$ cat src/rtl/if_stage_pkg.sv
// Shared core definitions for the instruction-fetch stage: bubble encoding,
// default reset vector, the IF/ID pipeline record and small address helpers.
package if_stage_pkg;

    localparam logic [31:0] NOP_INSTR        = 32'h0000_0013;
    localparam logic [31:0] DEFAULT_RESET_PC = 32'h0000_0000;
    localparam logic [31:0] PC_STEP          = 32'd4;
    localparam logic [31:0] WORD_MASK        = 32'hFFFF_FFFC;

    typedef struct packed {
        logic [31:0] pc;
        logic [31:0] pc4;
        logic [31:0] instr;
        logic        valid;
    } if_id_t;

    typedef enum logic [1:0] {
        PC_SEQ      = 2'd0,
        PC_HOLD     = 2'd1,
        PC_REDIRECT = 2'd2
    } pc_sel_e;

    typedef enum logic [1:0] {
        IFID_CAPTURE = 2'd0,
        IFID_HOLD    = 2'd1,
        IFID_BUBBLE  = 2'd2
    } ifid_op_e;

    // Clears the byte-offset bits; all bits of the argument are read.
    function automatic logic [31:0] word_align(input logic [31:0] addr);
        return addr & WORD_MASK;
    endfunction

    // Sequential successor address, wrapping naturally at 2^32.
    function automatic logic [31:0] next_seq_pc(input logic [31:0] pc);
        return pc + PC_STEP;
    endfunction

endpackage

$ cat src/rtl/if_stage_if.sv
// Bundle of the fetch stage's control, instruction-memory and IF/ID signals.
// slave = the fetch stage itself, master = the surrounding core / environment.
interface if_stage_if;

    logic        stall_i;
    logic        flush_i;
    logic        redirect_valid_i;
    logic [31:0] redirect_pc_i;

    logic [31:0] imem_addr_o;
    logic [31:0] imem_rdata_i;

    logic [31:0] if_id_pc_o;
    logic [31:0] if_id_pc4_o;
    logic [31:0] if_id_instr_o;
    logic        if_id_valid_o;

    logic [31:0] pc_debug_o;
    logic [31:0] fetch_count_o;

    modport slave (
        input  stall_i,
        input  flush_i,
        input  redirect_valid_i,
        input  redirect_pc_i,
        input  imem_rdata_i,
        output imem_addr_o,
        output if_id_pc_o,
        output if_id_pc4_o,
        output if_id_instr_o,
        output if_id_valid_o,
        output pc_debug_o,
        output fetch_count_o
    );

    modport master (
        output stall_i,
        output flush_i,
        output redirect_valid_i,
        output redirect_pc_i,
        output imem_rdata_i,
        input  imem_addr_o,
        input  if_id_pc_o,
        input  if_id_pc4_o,
        input  if_id_instr_o,
        input  if_id_valid_o,
        input  pc_debug_o,
        input  fetch_count_o
    );

endinterface

$ cat src/rtl/if_stage_pc_gen.sv
// Program-counter register and next-PC selection.
// Redirect outranks stall; otherwise the PC steps by one word.
module pc_gen #(
    parameter logic [31:0] RESET_PC = if_stage_pkg::DEFAULT_RESET_PC
) (
    input  logic        clk_i,
    input  logic        rst_ni,
    input  logic        stall_i,
    input  logic        redirect_valid_i,
    input  logic [31:0] redirect_pc_i,
    output logic [31:0] pc_o,
    output logic [31:0] pc4_o
);
    import if_stage_pkg::*;

    logic [31:0] pc_r;
    logic [31:0] pc4_s;
    logic [31:0] pc_next_s;
    pc_sel_e     pc_sel_s;

    assign pc4_s = next_seq_pc(pc_r);

    // Source selection for the next PC.
    always_comb begin
        pc_sel_s = PC_SEQ;
        if (redirect_valid_i) begin
            pc_sel_s = PC_REDIRECT;
        end else if (stall_i) begin
            pc_sel_s = PC_HOLD;
        end else begin
            pc_sel_s = PC_SEQ;
        end
    end

    // Next-PC multiplexer; a redirect target loses its byte offset.
    always_comb begin
        pc_next_s = pc_r;
        case (pc_sel_s)
            PC_SEQ:      pc_next_s = pc4_s;
            PC_HOLD:     pc_next_s = pc_r;
            PC_REDIRECT: pc_next_s = word_align(redirect_pc_i);
            default:     pc_next_s = pc_r;
        endcase
    end

    // PC register.
    always_ff @(posedge clk_i or negedge rst_ni) begin
        if (!rst_ni) begin
            pc_r <= RESET_PC;
        end else begin
            pc_r <= pc_next_s;
        end
    end

    assign pc_o  = pc_r;
    assign pc4_o = pc4_s;

endmodule

$ cat src/rtl/if_stage.sv
// Instruction-fetch stage: drives the instruction memory from the PC and
// registers the fetched word into IF/ID, inserting bubbles on flush/redirect.
module if_stage #(
    parameter logic [31:0] RESET_PC  = if_stage_pkg::DEFAULT_RESET_PC,
    parameter logic [31:0] NOP_INSTR = if_stage_pkg::NOP_INSTR
) (
    input  logic     clk_i,
    input  logic     rst_ni,
    if_stage_if.slave bus
);
    import if_stage_pkg::*;

    logic [31:0] pc_s;
    logic [31:0] pc4_s;
    ifid_op_e    ifid_op_s;
    if_id_t      if_id_next_s;
    if_id_t      if_id_r;
    logic [31:0] fetch_count_r;

    pc_gen #(
        .RESET_PC (RESET_PC)
    ) u_pc_gen (
        .clk_i            (clk_i),
        .rst_ni           (rst_ni),
        .stall_i          (bus.stall_i),
        .redirect_valid_i (bus.redirect_valid_i),
        .redirect_pc_i    (bus.redirect_pc_i),
        .pc_o             (pc_s),
        .pc4_o            (pc4_s)
    );

    // IF/ID action: a redirect kills the wrong-path fetch even under stall.
    always_comb begin
        ifid_op_s = IFID_CAPTURE;
        if (bus.flush_i || bus.redirect_valid_i) begin
            ifid_op_s = IFID_BUBBLE;
        end else if (bus.stall_i) begin
            ifid_op_s = IFID_HOLD;
        end else begin
            ifid_op_s = IFID_CAPTURE;
        end
    end

    // Next IF/ID contents; bubbles still record the current pc/pc4.
    always_comb begin
        if_id_next_s = if_id_r;
        case (ifid_op_s)
            IFID_CAPTURE: begin
                if_id_next_s.pc    = pc_s;
                if_id_next_s.pc4   = pc4_s;
                if_id_next_s.instr = bus.imem_rdata_i;
                if_id_next_s.valid = 1'b1;
            end
            IFID_BUBBLE: begin
                if_id_next_s.pc    = pc_s;
                if_id_next_s.pc4   = pc4_s;
                if_id_next_s.instr = NOP_INSTR;
                if_id_next_s.valid = 1'b0;
            end
            IFID_HOLD: begin
                if_id_next_s = if_id_r;
            end
            default: begin
                if_id_next_s = if_id_r;
            end
        endcase
    end

    // IF/ID pipeline register.
    always_ff @(posedge clk_i or negedge rst_ni) begin
        if (!rst_ni) begin
            if_id_r.pc    <= 32'd0;
            if_id_r.pc4   <= 32'd0;
            if_id_r.instr <= NOP_INSTR;
            if_id_r.valid <= 1'b0;
        end else begin
            if_id_r <= if_id_next_s;
        end
    end

    // Count of real instructions accepted into IF/ID.
    always_ff @(posedge clk_i or negedge rst_ni) begin
        if (!rst_ni) begin
            fetch_count_r <= 32'd0;
        end else if (ifid_op_s == IFID_CAPTURE) begin
            fetch_count_r <= fetch_count_r + 32'd1;
        end else begin
            fetch_count_r <= fetch_count_r;
        end
    end

    assign bus.imem_addr_o   = word_align(pc_s);
    assign bus.pc_debug_o    = pc_s;
    assign bus.if_id_pc_o    = if_id_r.pc;
    assign bus.if_id_pc4_o   = if_id_r.pc4;
    assign bus.if_id_instr_o = if_id_r.instr;
    assign bus.if_id_valid_o = if_id_r.valid;
    assign bus.fetch_count_o = fetch_count_r;

endmodule

$ cat src/flat_wrapper.sv
// flat-port wrapper written by rule: the top's interface ports become plain ports
module if_stage_flat import if_stage_pkg::*;
#(
    parameter logic [31:0] RESET_PC  = if_stage_pkg::DEFAULT_RESET_PC,
    parameter logic [31:0] NOP_INSTR = if_stage_pkg::NOP_INSTR
)
  (clk_i, rst_ni, bus_stall_i, bus_flush_i, bus_redirect_valid_i, bus_redirect_pc_i, bus_imem_rdata_i, bus_imem_addr_o, bus_if_id_pc_o, bus_if_id_pc4_o, bus_if_id_instr_o, bus_if_id_valid_o, bus_pc_debug_o, bus_fetch_count_o);
  if_stage_if bus_i ();
  input  logic clk_i;
  input  logic rst_ni;
  input wire logic [$bits(bus_i.stall_i)-1:0] bus_stall_i;
  input wire logic [$bits(bus_i.flush_i)-1:0] bus_flush_i;
  input wire logic [$bits(bus_i.redirect_valid_i)-1:0] bus_redirect_valid_i;
  input wire logic [$bits(bus_i.redirect_pc_i)-1:0] bus_redirect_pc_i;
  input wire logic [$bits(bus_i.imem_rdata_i)-1:0] bus_imem_rdata_i;
  output wire logic [$bits(bus_i.imem_addr_o)-1:0] bus_imem_addr_o;
  output wire logic [$bits(bus_i.if_id_pc_o)-1:0] bus_if_id_pc_o;
  output wire logic [$bits(bus_i.if_id_pc4_o)-1:0] bus_if_id_pc4_o;
  output wire logic [$bits(bus_i.if_id_instr_o)-1:0] bus_if_id_instr_o;
  output wire logic [$bits(bus_i.if_id_valid_o)-1:0] bus_if_id_valid_o;
  output wire logic [$bits(bus_i.pc_debug_o)-1:0] bus_pc_debug_o;
  output wire logic [$bits(bus_i.fetch_count_o)-1:0] bus_fetch_count_o;
  assign bus_i.stall_i = bus_stall_i;
  assign bus_i.flush_i = bus_flush_i;
  assign bus_i.redirect_valid_i = bus_redirect_valid_i;
  assign bus_i.redirect_pc_i = bus_redirect_pc_i;
  assign bus_i.imem_rdata_i = bus_imem_rdata_i;
  assign bus_imem_addr_o = bus_i.imem_addr_o;
  assign bus_if_id_pc_o = bus_i.if_id_pc_o;
  assign bus_if_id_pc4_o = bus_i.if_id_pc4_o;
  assign bus_if_id_instr_o = bus_i.if_id_instr_o;
  assign bus_if_id_valid_o = bus_i.if_id_valid_o;
  assign bus_pc_debug_o = bus_i.pc_debug_o;
  assign bus_fetch_count_o = bus_i.fetch_count_o;
  if_stage #(.RESET_PC(RESET_PC), .NOP_INSTR(NOP_INSTR)) u_core (.clk_i(clk_i), .rst_ni(rst_ni), .bus(bus_i));
endmodule
$ cat config.mk
export PLATFORM = sky130hd
export DESIGN_NAME = if_stage_flat
export DESIGN_NICKNAME = d
export VERILOG_FILES = /design/src/rtl/if_stage_pkg.sv /design/src/rtl/if_stage_if.sv /design/src/rtl/if_stage_pc_gen.sv /design/src/rtl/if_stage.sv /design/src/flat_wrapper.sv
export SDC_FILE = /design/constraint.sdc
export NUM_CORES = 1
export LEC_CHECK = 0
export CORE_ASPECT_RATIO = 0.6
export CORE_MARGIN = 4
export CORE_UTILIZATION = 51
export CTS_BUF_LIST = sky130_fd_sc_hd__clkbuf_4
export DETAILED_ROUTE_END_ITERATION = 8
export GPL_ROUTABILITY_DRIVEN = 1
export GPL_TIMING_DRIVEN = 0
export PLACE_DENSITY = 0.95
export SYNTH_ARGS = -nofsm -noshare
export SYNTH_HDL_FRONTEND = slang
export SYNTH_SLANG_ARGS = --single-unit
$ cat constraint.sdc
create_clock -name clk_i -period 3.51 [get_ports clk_i]
set_input_delay 0.702 -clock clk_i [delete_from_list [all_inputs] [get_ports clk_i]]
set_output_delay 0.702 -clock clk_i [all_outputs]
set_load 0.05 [all_outputs]
# Word level (Yosys, flattened, before mapping)
# Index checks and enable logic that the tools add are counted.
# classes
addsub	2
n_eq_ne	2
muxes	5
n_reduce_logical	5
# op_table
op	count
$pmux W97 S2	1
$pmux W32 S2	1
$add A32 B1 Y32 const B	1
$add A32 B3 Y32 const B	1
$eq A2 B2 Y1 const B	2
$logic_not A2 Y1	2
$mux W2	2
$reduce_bool A2 Y1	2
$logic_or A1 B1 Y1	1
$mux W1	1
# word_totals
register_bits	161
in_bits	69

# Longest topological paths before layout
# Gate-level depths: netlist of the first run.
# depth
word_depth	4
ltp_mapped	7
depth_no_buf	5

# By module
# A second synthesis of the first run with hierarchy kept.
# hier_totals
hier_cells	787
hier_area_um2	7649.8
# modules_own_cells
mod	n_inst	cells_each	area_per_inst_um2
if_stage	1	511	5338.9
pc_gen	1	276	2311.0

# Worst setup path before layout of the first run
# Ideal clock, no wire load.
# synth_path
kind	input to register
from	in bus_redirect_valid_i
to	reg u_core.fetch_count_r[20] (netlist: u_core.bus.fetch_count_o[20])
setup_time_ns	0.142
arrival_ns	2.033
required_time_ns	3.368
slack_ns	1.335
stages	6
n_path_buf	2
path_cell_list	clkbuf_1 nor4b_1 and2_1 clkbuf_1 nand4_1 xnor2_1
# synth_via
elab_chain_cells	3
# synth_lines
element	line_no	rtl
start, declared	flat_wrapper.sv:13	input wire logic [$bits(bus_i.redirect_valid_i)-1:0] bus_redirect_valid_i;
$logic_or A1 B1 Y1	if_stage.sv:35	if (bus.flush_i || bus.redirect_valid_i) begin
$mux W2	if_stage.sv:35	
$logic_not A2 Y1	if_stage.sv:85	end else if (ifid_op_s == IFID_CAPTURE) begin
end signal, assigned	if_stage.sv:86	fetch_count_r <= fetch_count_r + 32'd1;
end signal, assigned	if_stage.sv:88	fetch_count_r <= fetch_count_r;
end, declared	if_stage.sv:18	logic [31:0] fetch_count_r;
# Every way passes these cells.
# A chain may end at the register's enable or synchronous reset.

# Worst setup path in the final report of the first run
# layout_path
from	reg u_core.u_pc_gen.pc_r[13] (netlist: u_core.u_pc_gen.pc_o[13])
to	out bus_imem_addr_o[13]
# layout_rtl
element	line_no	rtl
start, declared	if_stage_pc_gen.sv:16	logic [31:0] pc_r;
start signal, assigned	if_stage_pc_gen.sv:51	pc_r <= pc_next_s;
end, declared	flat_wrapper.sv:16	output wire logic [$bits(bus_i.imem_addr_o)-1:0] bus_imem_addr_o;
# No word-level cell between the ends.

==> flow_metrics.tcl, run 1 <==
set metrics [dict create \
    r2r_end "u_core.u_pc_gen.pc_o[26]" \
    dpl.cell_count 1250 \
    area_growth_pct 40.78 \
    path_max_fanout 8 \
    cp.required_ns 2.81 \
    hold_class "in2async" \
    cts_root_buf "clkbuf_4" \
    min_period_ns 2.832 \
    met1Wirelength_um 10370 \
    clk_latency_ns 0.56 \
    r2r_slack_ns 0.86 \
    grt_usage_pct 29.18 \
    wl_met2_um 11450 \
    path_buf_inv 2 \
    cp.depth 2 \
    top_layer "met4" \
    tightest_slew_ns 0.7642 \
    grt.overflow.total 0 \
    synth_area_um2 7650 \
    timing.rr.start "u_core.u_pc_gen.pc_o[2]" \
    fin_nets 1142 \
    cpMaxStageDelayCell "clkdlybuf4s50_1" \
    synthArstFlopShare_pct 100.0 \
    crit_chain "buf_4 -> clkdlybuf4s50_1" \
    drc 0 \
    start_kind "flip-flop" \
    port_buffers 251 \
    crit_type "reg2out" \
    drtPass1Iterations 9 \
    grt_pass1_vias 7325 \
    routed-wl-met3_um 3067 \
    power.leakage_uw 0.004541 \
    grt_pass1_wl_um 39070 \
    die-area_um2 17090 \
    crit_family "buffers and inverters" \
    rows 34 \
    postSynthAreaPerCell_um2 9.647 \
    cp_slowest_stage_delay_ns 0.80 \
    initial_core_util_pct 52.43 \
    drv_slew 0 \
    hold_viol 0 \
    ys.flop_type "dfrtp_1" \
    timing.slew.headroom_pct 49.05 \
    die_w_um 166.1 \
    outcome "finished clean" \
    synth_edf_count 0 \
    yosysWarnings 0 \
    ys_seq_area_share_pct 50.75 \
    stdcell_area_um2 10770 \
    clk_pin_slew_ns 0.16 \
    pin_count 262 \
    max-cap-violations 0 \
    hpwlAfterDp_um 19150 \
    gp_congestion 0.9695 \
    cts_tree "yes" \
    fin_hold_ws_ns 0.09371 \
    fin_ws_ns 0.6776 \
    yosys_register_bits 155 \
    antenna_found_initial 1 \
    finalCoreUtilization_pct 73.80 \
    cp.arrival_ns 2.13 \
    postRouteAntennaNets 0 \
    setup_viol 0 \
    drive_gt1_share_pct 11.62 \
    yosys.cell_types.count 41 \
    hold_buffers 0 \
    clk_path_buf_depth 2 \
    grt_max_degree 98 \
    place_area_um2 10470 \
    vias_per_cell 5.716 \
    synth_cells 793 \
    cts-resized-gates 0 \
    period_share_pct 80.69 \
    p_per_area_nw_per_um2 463.1 \
    vdd_ir_drop_max_uv 274.0 \
    rsz0062_at_grt "false" \
    post_cts_buffers 0 \
    pre_cts_slack_ns 0.3547 \
    fin_skew_ns 0.03081 \
    first_iter_violations 855 \
    cts_buffers 17 \
    core-area_um2 14590 \
    fp.dieH_um 102.9 \
    htreeDepth 4 \
    dr_total_vias 7334 \
    clock.fmax_mhz 353.1 \
    wl_per_cell_um 19.90 \
    cp-end-kind "output pin" \
    cts_sinks 155 \
    finalWirelength_um 25530 \
    r2r.worst_path.cells 6 \
    fin_cells 1283 \
]
-- kinds of logic after synthesis --
logic type / count (synthesis) / share of synthesized area [%]
AO/OA/AOI/OAI: 124 / 11.12
XOR/XNOR: 54 / 6.183
adder cells (fa/ha/maj): 2 / 0.3271
buffers and inverters: 136 / 10.63
flip-flops: 155 / 50.75
multiplexers: 1 / 0.1309
other: 1 / 0.04902
AND/OR/NAND/NOR: 320 / 20.80
-- Yosys cell counts (2+ instances only) --
cell	count	area, µm²
nor3_1	12	60.06
o41ai_1	2	17.52
or4b_1	2	20.02
nand2_1	139	521.8
and4_1	6	52.55
and3_1	8	50.05
buf_2	8	40.04
or4_1	28	210.2
nand4_1	29	181.4
nor4_1	6	37.54
xor2_1	14	122.6
dfstp_2	3	78.83
a22oi_1	2	15.01
o211ai_1	2	15.01
xnor2_1	40	350.3
a22o_1	29	254.0
nor2_1	43	161.4
nand3_1	21	105.1
o21ai_0	33	165.2
clkbuf_2	3	15.01
clkbuf_1	41	153.9
and2_1	5	31.28
o31ai_1	22	165.2
buf_1	3	11.26
inv_1	5	18.77
o22a_1	3	26.28
dfrtp_1	152	3804
a31oi_1	30	187.7
nor2b_1	4	25.02
or3_1	12	75.07
buf_4	75	563.0
ha_1	2	25.02
-- state kept, by name (all words and copies together), names as in the netlist --
| signal | cells |
|---|---|
| u_core.bus.if_id_valid_o | 1 |
| u_core.bus.if_id_instr_o | 32 |
| u_core.bus.if_id_pc_o | 30 |
| u_core.bus.if_id_pc4_o | 30 |
| u_core.u_pc_gen.pc_o | 30 |
| u_core.bus.fetch_count_o | 32 |
-- area by class of cell --
type,instances,area [µm²]
multi-input cells,509,2980
flip-flops and latches,155,3882
diodes,1,2.502
repair buffers,252,2541
plain buffers,131,794.5
clock inverters,15,173.9
clock buffers,17,127.6
inverters,5,18.77
well taps,198,247.7
fillers,1029,3822
-- cells in the final DEF (no fill, tap or decap), types with 12 or more instances in the layout --
| cell type | n |
|---|---|
| clkdlybuf4s50_1 | 250 |
| dfrtp_1 | 152 |
| nand2_1 | 139 |
| buf_4 | 75 |
| nor2_1 | 43 |
| clkbuf_1 | 41 |
| xnor2_1 | 40 |
| o21ai_0 | 33 |
| a31oi_1 | 30 |
| nand4_1 | 29 |
| a22o_1 | 29 |
| or4_1 | 28 |
| o31ai_1 | 22 |
| nand3_1 | 21 |
| clkbuf_4 | 17 |
| xor2_1 | 14 |
| nor3_1 | 12 |
| or3_1 | 12 |
-- layer usage --
layer / vias up / global-route usage [%]
li1: 3272 / -
met1: 3533 / 38.26
met2: 455 / 46.46
met3: 74 / 10.00
met4: 0 / 9.569
met5: - / 0
-- through the flow --
stage	power [µW]	setup TNS [ns]
2_1_floorplan	3171	0
3_3_place_gp	3786	-690.62
3_5_place_dp	3823	0
4_1_cts	4992	0
5_1_grt	5165	0
6_report	4987	0
-- worst max path at each step --
stage	to	startpoint	slack (ns)
4_1_cts	bus_imem_addr_o[13]	u_core.u_pc_gen.pc_o[13]	0.65
5_1_grt	bus_imem_addr_o[13]	u_core.u_pc_gen.pc_o[13]	0.59
3_3_place_gp	u_core.u_pc_gen.pc_o[7]	rst_ni	-4.51
6_report	bus_imem_addr_o[13]	u_core.u_pc_gen.pc_o[13]	0.68
2_1_floorplan	u_core.bus.fetch_count_o[20]	bus_redirect_valid_i	1.33
3_5_place_dp	u_core.bus.fetch_count_o[16]	bus_redirect_valid_i	0.35
-- where the power goes --
group          switching, µW  total (µW)  internal (µW)
logic                   1110        1710            601
registers                156        2090           1940
clock network            737        1190            449
Note: power is estimated with default switching activity, not from simulation.
==> run 2: changes to the inputs <==
--- a/config.mk
+++ b/config.mk
@@ -7,12 +7,12 @@
 export LEC_CHECK = 0
 export CORE_ASPECT_RATIO = 0.6
 export CORE_MARGIN = 4
-export CORE_UTILIZATION = 51
+export CORE_UTILIZATION = 43
 export CTS_BUF_LIST = sky130_fd_sc_hd__clkbuf_4
 export DETAILED_ROUTE_END_ITERATION = 8
 export GPL_ROUTABILITY_DRIVEN = 1
 export GPL_TIMING_DRIVEN = 0
-export PLACE_DENSITY = 0.95
+export PLACE_DENSITY = 0.86
 export SYNTH_ARGS = -nofsm -noshare
 export SYNTH_HDL_FRONTEND = slang
 export SYNTH_SLANG_ARGS = --single-unit
==> constraint.sdc (replaced) <==
create_clock -name clk_i -period 2.58 [get_ports clk_i]
set_input_delay 0.516 -clock clk_i [delete_from_list [all_inputs] [get_ports clk_i]]
set_output_delay 0.516 -clock clk_i [all_outputs]
set_load 0.05 [all_outputs]
==> run 2 against run 1 <==
Effect of this change:
- utilization shrank 12 points
- worst setup slack got worse by 0.59 ns
- via count decreased by 2.4%
- die area is 17% higher
- critical endpoint is now u_core.u_pc_gen.pc_o[30]
- sequential power grew 36%
- largest power group unchanged
- clock skew shrank 0.0022 ns
- clock power increased by 15%
- flip-flop and latch count unchanged
- cell area grew 0.16%
- sequential share of layout area about the same
- register-to-register slack worse by 0.77 ns
- non-clock buffer count up 1
==> flow_metrics.tcl, run 2 (same netlist as run 1, synthesis figures left out) <==
set metrics [dict create \
    cts_tree "yes" \
    clk_pin_slew_ns 0.15 \
    nFillCells 1438 \
    fp.dieH_um 111.3 \
    setup_viol 0 \
    rsz0062_at_grt "true" \
    dr_total_vias 7156 \
    cts_buffers 17 \
    hold_class "reg2reg" \
    max-cap-violations 0 \
    die-area_um2 20060 \
    fin_ws_ns 0.08936 \
    drv_slew 0 \
    die_w_um 180.2 \
    clock.fmax_mhz 401.5 \
    grt.overflow.total 0 \
    finalCoreUtilization_pct 62.30 \
    area_growth_pct 41.00 \
    first_iter_violations 761 \
    pin_count 262 \
    antenna_found_initial 1 \
    layout_commonest_cell "clkdlybuf4s50_1" \
    period_share_pct 96.54 \
    cp-end-kind "flip-flop" \
    wl_per_cell_um 19.40 \
    fin_hold_ws_ns 0.4815 \
    start_kind "flip-flop" \
    drc 0 \
    cpMaxStageDelayCell "or4_1" \
    timing.slew.headroom_pct 51.28 \
    min_period_ns 2.491 \
    hold_viol 0 \
    crit_family "simple AND/OR/NAND/NOR gates" \
    gp_congestion 0.9313 \
    outcome "finished clean" \
    finalWirelength_um 25610 \
    p_per_area_nw_per_um2 605.0 \
    cts_sinks 155 \
    drtPass1Iterations 8 \
    cp.arrival_ns 2.95 \
    path_buf_inv 1 \
    pre_cts_slack_ns -0.5060 \
    rows 37 \
    grt_max_degree 92 \
    hpwlAfterDp_um 18970 \
    crit_type "reg2reg" \
    grt_pass1_wl_um 39990 \
    clk_path_buf_depth 2 \
    power.leakage_uw 0.004616 \
    path_max_fanout 10 \
    crit_chain "ha_1 -> nand3_1 -> or3_1 -> clkbuf_2 -> or4_1 -> a31oi_1" \
    vias_per_cell 5.421 \
    post_cts_buffers 0 \
    fin_skew_ns 0.02858 \
    postRouteAntennaNets 0 \
    grt_usage_pct 24.94 \
    cp.required_ns 3.04 \
    cts_root_buf "clkbuf_4" \
    cp_slowest_stage_delay_ns 0.52 \
    tightest_slew_ns 0.7308 \
    r2r_slack_ns 0.09 \
    clk_latency_ns 0.54 \
    initial_core_util_pct 44.18 \
    grt_pass1_vias 7304 \
    drive_gt1_share_pct 12.26 \
    fin_nets 1143 \
    htreeDepth 4 \
    core-area_um2 17310 \
    port_buffers 251 \
    vdd_ir_drop_max_uv 314.5 \
    mostFrequentLayoutCells "clkdlybuf4s50_1 (226), dfrtp_1 (150), nand2_1 (139)" \
]
run 2: final cells by class:
type / count / area (µm²) / area share (%)
buffer: 131 / 802.0 / 7.435
clock inverter: 15 / 116.4 / 1.079
multi-input combinational: 509 / 2987 / 27.69
antenna: 1 / 2.502 / 0.02320
tap: 234 / 292.8 / 2.714
sequential: 155 / 3885 / 36.02
timing repair buffer: 253 / 2555 / 23.69
clock buffer: 17 / 127.6 / 1.183
inverter: 5 / 18.77 / 0.1740
run 2: report_power, final:
part | internal (µW) | switching (µW) | total, µW
Sequential | 2640 | 209 | 2850
Clock | 396 | 977 | 1370
Combinational | 804 | 1500 | 2310
Total | 3840 | 2690 | 6530
run 2: metal layers:
layer	up-vias	routed length, µm	track usage, %	part of all wire (%)
met3	35	2774	8.951	11
met4	0	414	7.301	1.6
met2	366	11040	36.73	43
met1	3492	11380	34.90	44
li1	3263	-	-	-
met5	-	0	0	0
run 2: worst min-delay path: cells and delay by family (launching register included):
kind,cells,cell delay (ns)
flops,1,0.36
simple gates,2,0.10
run 2: path summary, 6_finish.rpt:
| kind | start | depth (start not counted) | to |
|---|---|---|---|
| worst min register to register | u_core.bus.if_id_pc_o[25] | 2 | u_core.bus.if_id_pc_o[25] |
| min in group asynchronous | rst_ni | 2 | u_core.bus.fetch_count_o[16] |
| worst max-delay path | u_core.u_pc_gen.pc_o[2] | 6 | u_core.u_pc_gen.pc_o[30] |
| worst min-delay path | u_core.bus.if_id_pc_o[25] | 2 | u_core.bus.if_id_pc_o[25] |
| worst max register to register | u_core.u_pc_gen.pc_o[2] | 6 | u_core.u_pc_gen.pc_o[30] |
| max in group asynchronous | rst_ni | 3 | u_core.u_pc_gen.pc_o[2] |
run 2: through the flow:
stage | cells | total power, µW | setup TNS (ns) | instance area (µm²)
2_1_floorplan | 800 | 4314 | 0 | 7676
3_3_place_gp | 1285 | 5161 | -841.73 | 10480
3_5_place_dp | 1286 | 5206 | -30.01 | 10510
4_1_cts | 1319 | 6567 | 0 | 10750
5_1_grt | 1320 | 6816 | -0.02110 | 10790
6_report | 1320 | 6526 | 0 | 10790
run 2: repair_timing:
item | in CTS | in global routing
gates resized for setup | 15 | 26
endpoints found under the hold margin | 61 | 0
pin swaps | 0 | 0
hold buffers | 1 | 0
endpoints found under the setup margin | 15 | 59
==> run 3: changes to the inputs <==
--- a/config.mk
+++ b/config.mk
@@ -12,6 +12,7 @@
 export DETAILED_ROUTE_END_ITERATION = 8
 export GPL_ROUTABILITY_DRIVEN = 1
 export GPL_TIMING_DRIVEN = 0
+export MAX_ROUTING_LAYER = met4
 export PLACE_DENSITY = 0.86
 export SYNTH_ARGS = -nofsm -noshare
 export SYNTH_HDL_FRONTEND = slang
==> run 3 against run 2 <==
Effect of this change:
- global-route usage increased by 0.79 points
- hold slack about the same
- via count increased by 0.28%
- non-clock buffer count unchanged
- clock skew increased by 0.00064 ns
- cell count unchanged
- die area unchanged
- utilization about the same
- cell area about the same
- sequential share of layout area about the same
- critical endpoint is now u_core.u_pc_gen.pc_o[23]
- largest cell class unchanged
==> flow_metrics.tcl, run 3 (same netlist as run 1, synthesis figures left out) <==
set metrics [dict create \
    outcome "finished clean" \
    drc 0 \
    vdd_ir_drop_max_uv 315.4 \
    clk_pin_slew_ns 0.14 \
    cts_sinks 155 \
    cp.required_ns 3.01 \
    layout_commonest_cell "clkdlybuf4s50_1" \
    fin_ws_ns 0.08494 \
    hp-start "u_core.bus.if_id_pc_o[25]" \
    wl_per_cell_um 19.43 \
    r2r_end "u_core.u_pc_gen.pc_o[30]" \
    pre_cts_slack_ns -0.5060 \
    whs_path_depth 2 \
    seqCellArea_um2 3885 \
    grt_pass1_vias 7321 \
    tightest_slew_ns 0.7083 \
    max-cap-violations 0 \
    drtPass1Iterations 7 \
    grt_usage_pct 25.73 \
    cts_buffers 17 \
    initial_core_util_pct 44.18 \
    path_max_fanout 10 \
    pin_count 262 \
    clock.fmax_mhz 400.8 \
    fin_hold_ws_ns 0.4811 \
    finalWirelength_um 25650 \
    cts_tree "yes" \
    p_per_area_nw_per_um2 605.6 \
    crit_type "in2reg" \
    drv_slew 0 \
    vias_per_cell 5.436 \
    fp.dieH_um 111.3 \
    min_period_ns 2.495 \
    timing.slew.headroom_pct 52.78 \
    start_kind "primary input" \
    die-area_um2 20060 \
    power.leakage_uw 0.004615 \
    post_cts_buffers 0 \
    grt.overflow.total 0 \
    r2r.worst_path.cells 6 \
    p_total_uw 6529 \
    grt_pass1_wl_um 39940 \
    area_growth_pct 40.92 \
    multi_input_area_um2 2980 \
    hold_viol 0 \
    r2r_slack_ns 0.12 \
    cp-endpoint "u_core.u_pc_gen.pc_o[23]" \
    rows 37 \
    core-area_um2 17310 \
    finalCoreUtilization_pct 62.26 \
    fin_nets 1143 \
    cp.arrival_ns 2.93 \
    cts_root_buf "clkbuf_4" \
    drive_gt1_share_pct 12.17 \
    hpwlAfterDp_um 18970 \
    die_w_um 180.2 \
    timing.rr.start "u_core.u_pc_gen.pc_o[2]" \
    antenna_found_initial 1 \
    postRouteAntennaNets 0 \
    rsz0062_at_grt "true" \
    fin_skew_ns 0.02922 \
    setup_viol 0 \
    dr_total_vias 7176 \
    first_iter_violations 752 \
    nFillCells 1439 \
    hold_class "reg2reg" \
    htreeDepth 4 \
    clk_latency_ns 0.54 \
    mostFrequentLayoutCells "clkdlybuf4s50_1 (226), dfrtp_1 (150), nand2_1 (139)" \
    grt_max_degree 92 \
    setup_tns_ns 0 \
    clk_path_buf_depth 2 \
    port_buffers 251 \
    gp_congestion 0.9479 \
    startpoint "bus_stall_i" \
    cp-end-kind "flip-flop" \
    period_share_pct 96.71 \
]
run 3: changes by cell type in the layout (fill, tap and decap cells not counted):
cell | previous run | this run
nor4b_1 | 0 | 1
nor4b_2 | 1 | 0
run 3: worst max-delay path, cell delays in order:
cell and delay [ns]:
clkdlybuf4s50_1 0.57, clkbuf_1 0.48, buf_2 0.37, clkbuf_1 0.54, o31ai_1 0.20, a31oi_1 0.25
run 3: worst min path at each step:
stage,slack [ns],endpoint
after floorplan,0.22,u_core.bus.fetch_count_o[0]
after global placement,0.45,u_core.bus.if_id_pc_o[10]
after detailed placement,0.45,u_core.bus.if_id_pc_o[25]
after CTS,0.48,u_core.u_pc_gen.pc_o[2]
after global routing,0.48,u_core.u_pc_gen.pc_o[18]
final,0.48,u_core.bus.if_id_pc_o[25]
run 3: area by class of cell:
class / instances / area share, %
antenna: 1 / 0.02321
buffer: 131 / 7.440
clock buffer: 17 / 1.184
clock inverter: 15 / 1.079
inverter: 5 / 0.1741
multi-input combinational: 509 / 27.65
sequential: 155 / 36.04
tap: 234 / 2.716
timing repair buffer: 253 / 23.70
run 3: timing repair:
item / in CTS / in global routing
gates resized for setup: 15 / 25
hold buffers: 1 / 0
setup endpoints to repair: 15 / 57
hold endpoints to repair: 61 / 0
run 3: per-layer routing:
layer  share of wire, %  wire length, µm  vias up  global-route usage, %
li1                   -                -     3259                      -
met1                 45            11620     3504                  35.53
met2                 43            11070      377                  36.76
met3                9.9             2545       36                  8.033
met4                1.6              418        0                  7.301
met5                  0                0        -                      -
run 3: stage by stage:
| step | instances | cell area [µm²] |
|---|---|---|
| floorplan | 800 | 7676 |
| global placement | 1285 | 10480 |
| detailed placement | 1286 | 10510 |
| CTS | 1319 | 10750 |
| global route | 1320 | 10780 |
| finish | 1320 | 10780 |
run 3: power by group:
group / switching (µW) / total (µW) / internal, µW / leakage, µW
clock: 981 / 1380 / 396 / 0.000128
combinational: 1500 / 2310 / 802 / 0.00257
sequential: 208 / 2850 / 2640 / 0.00192
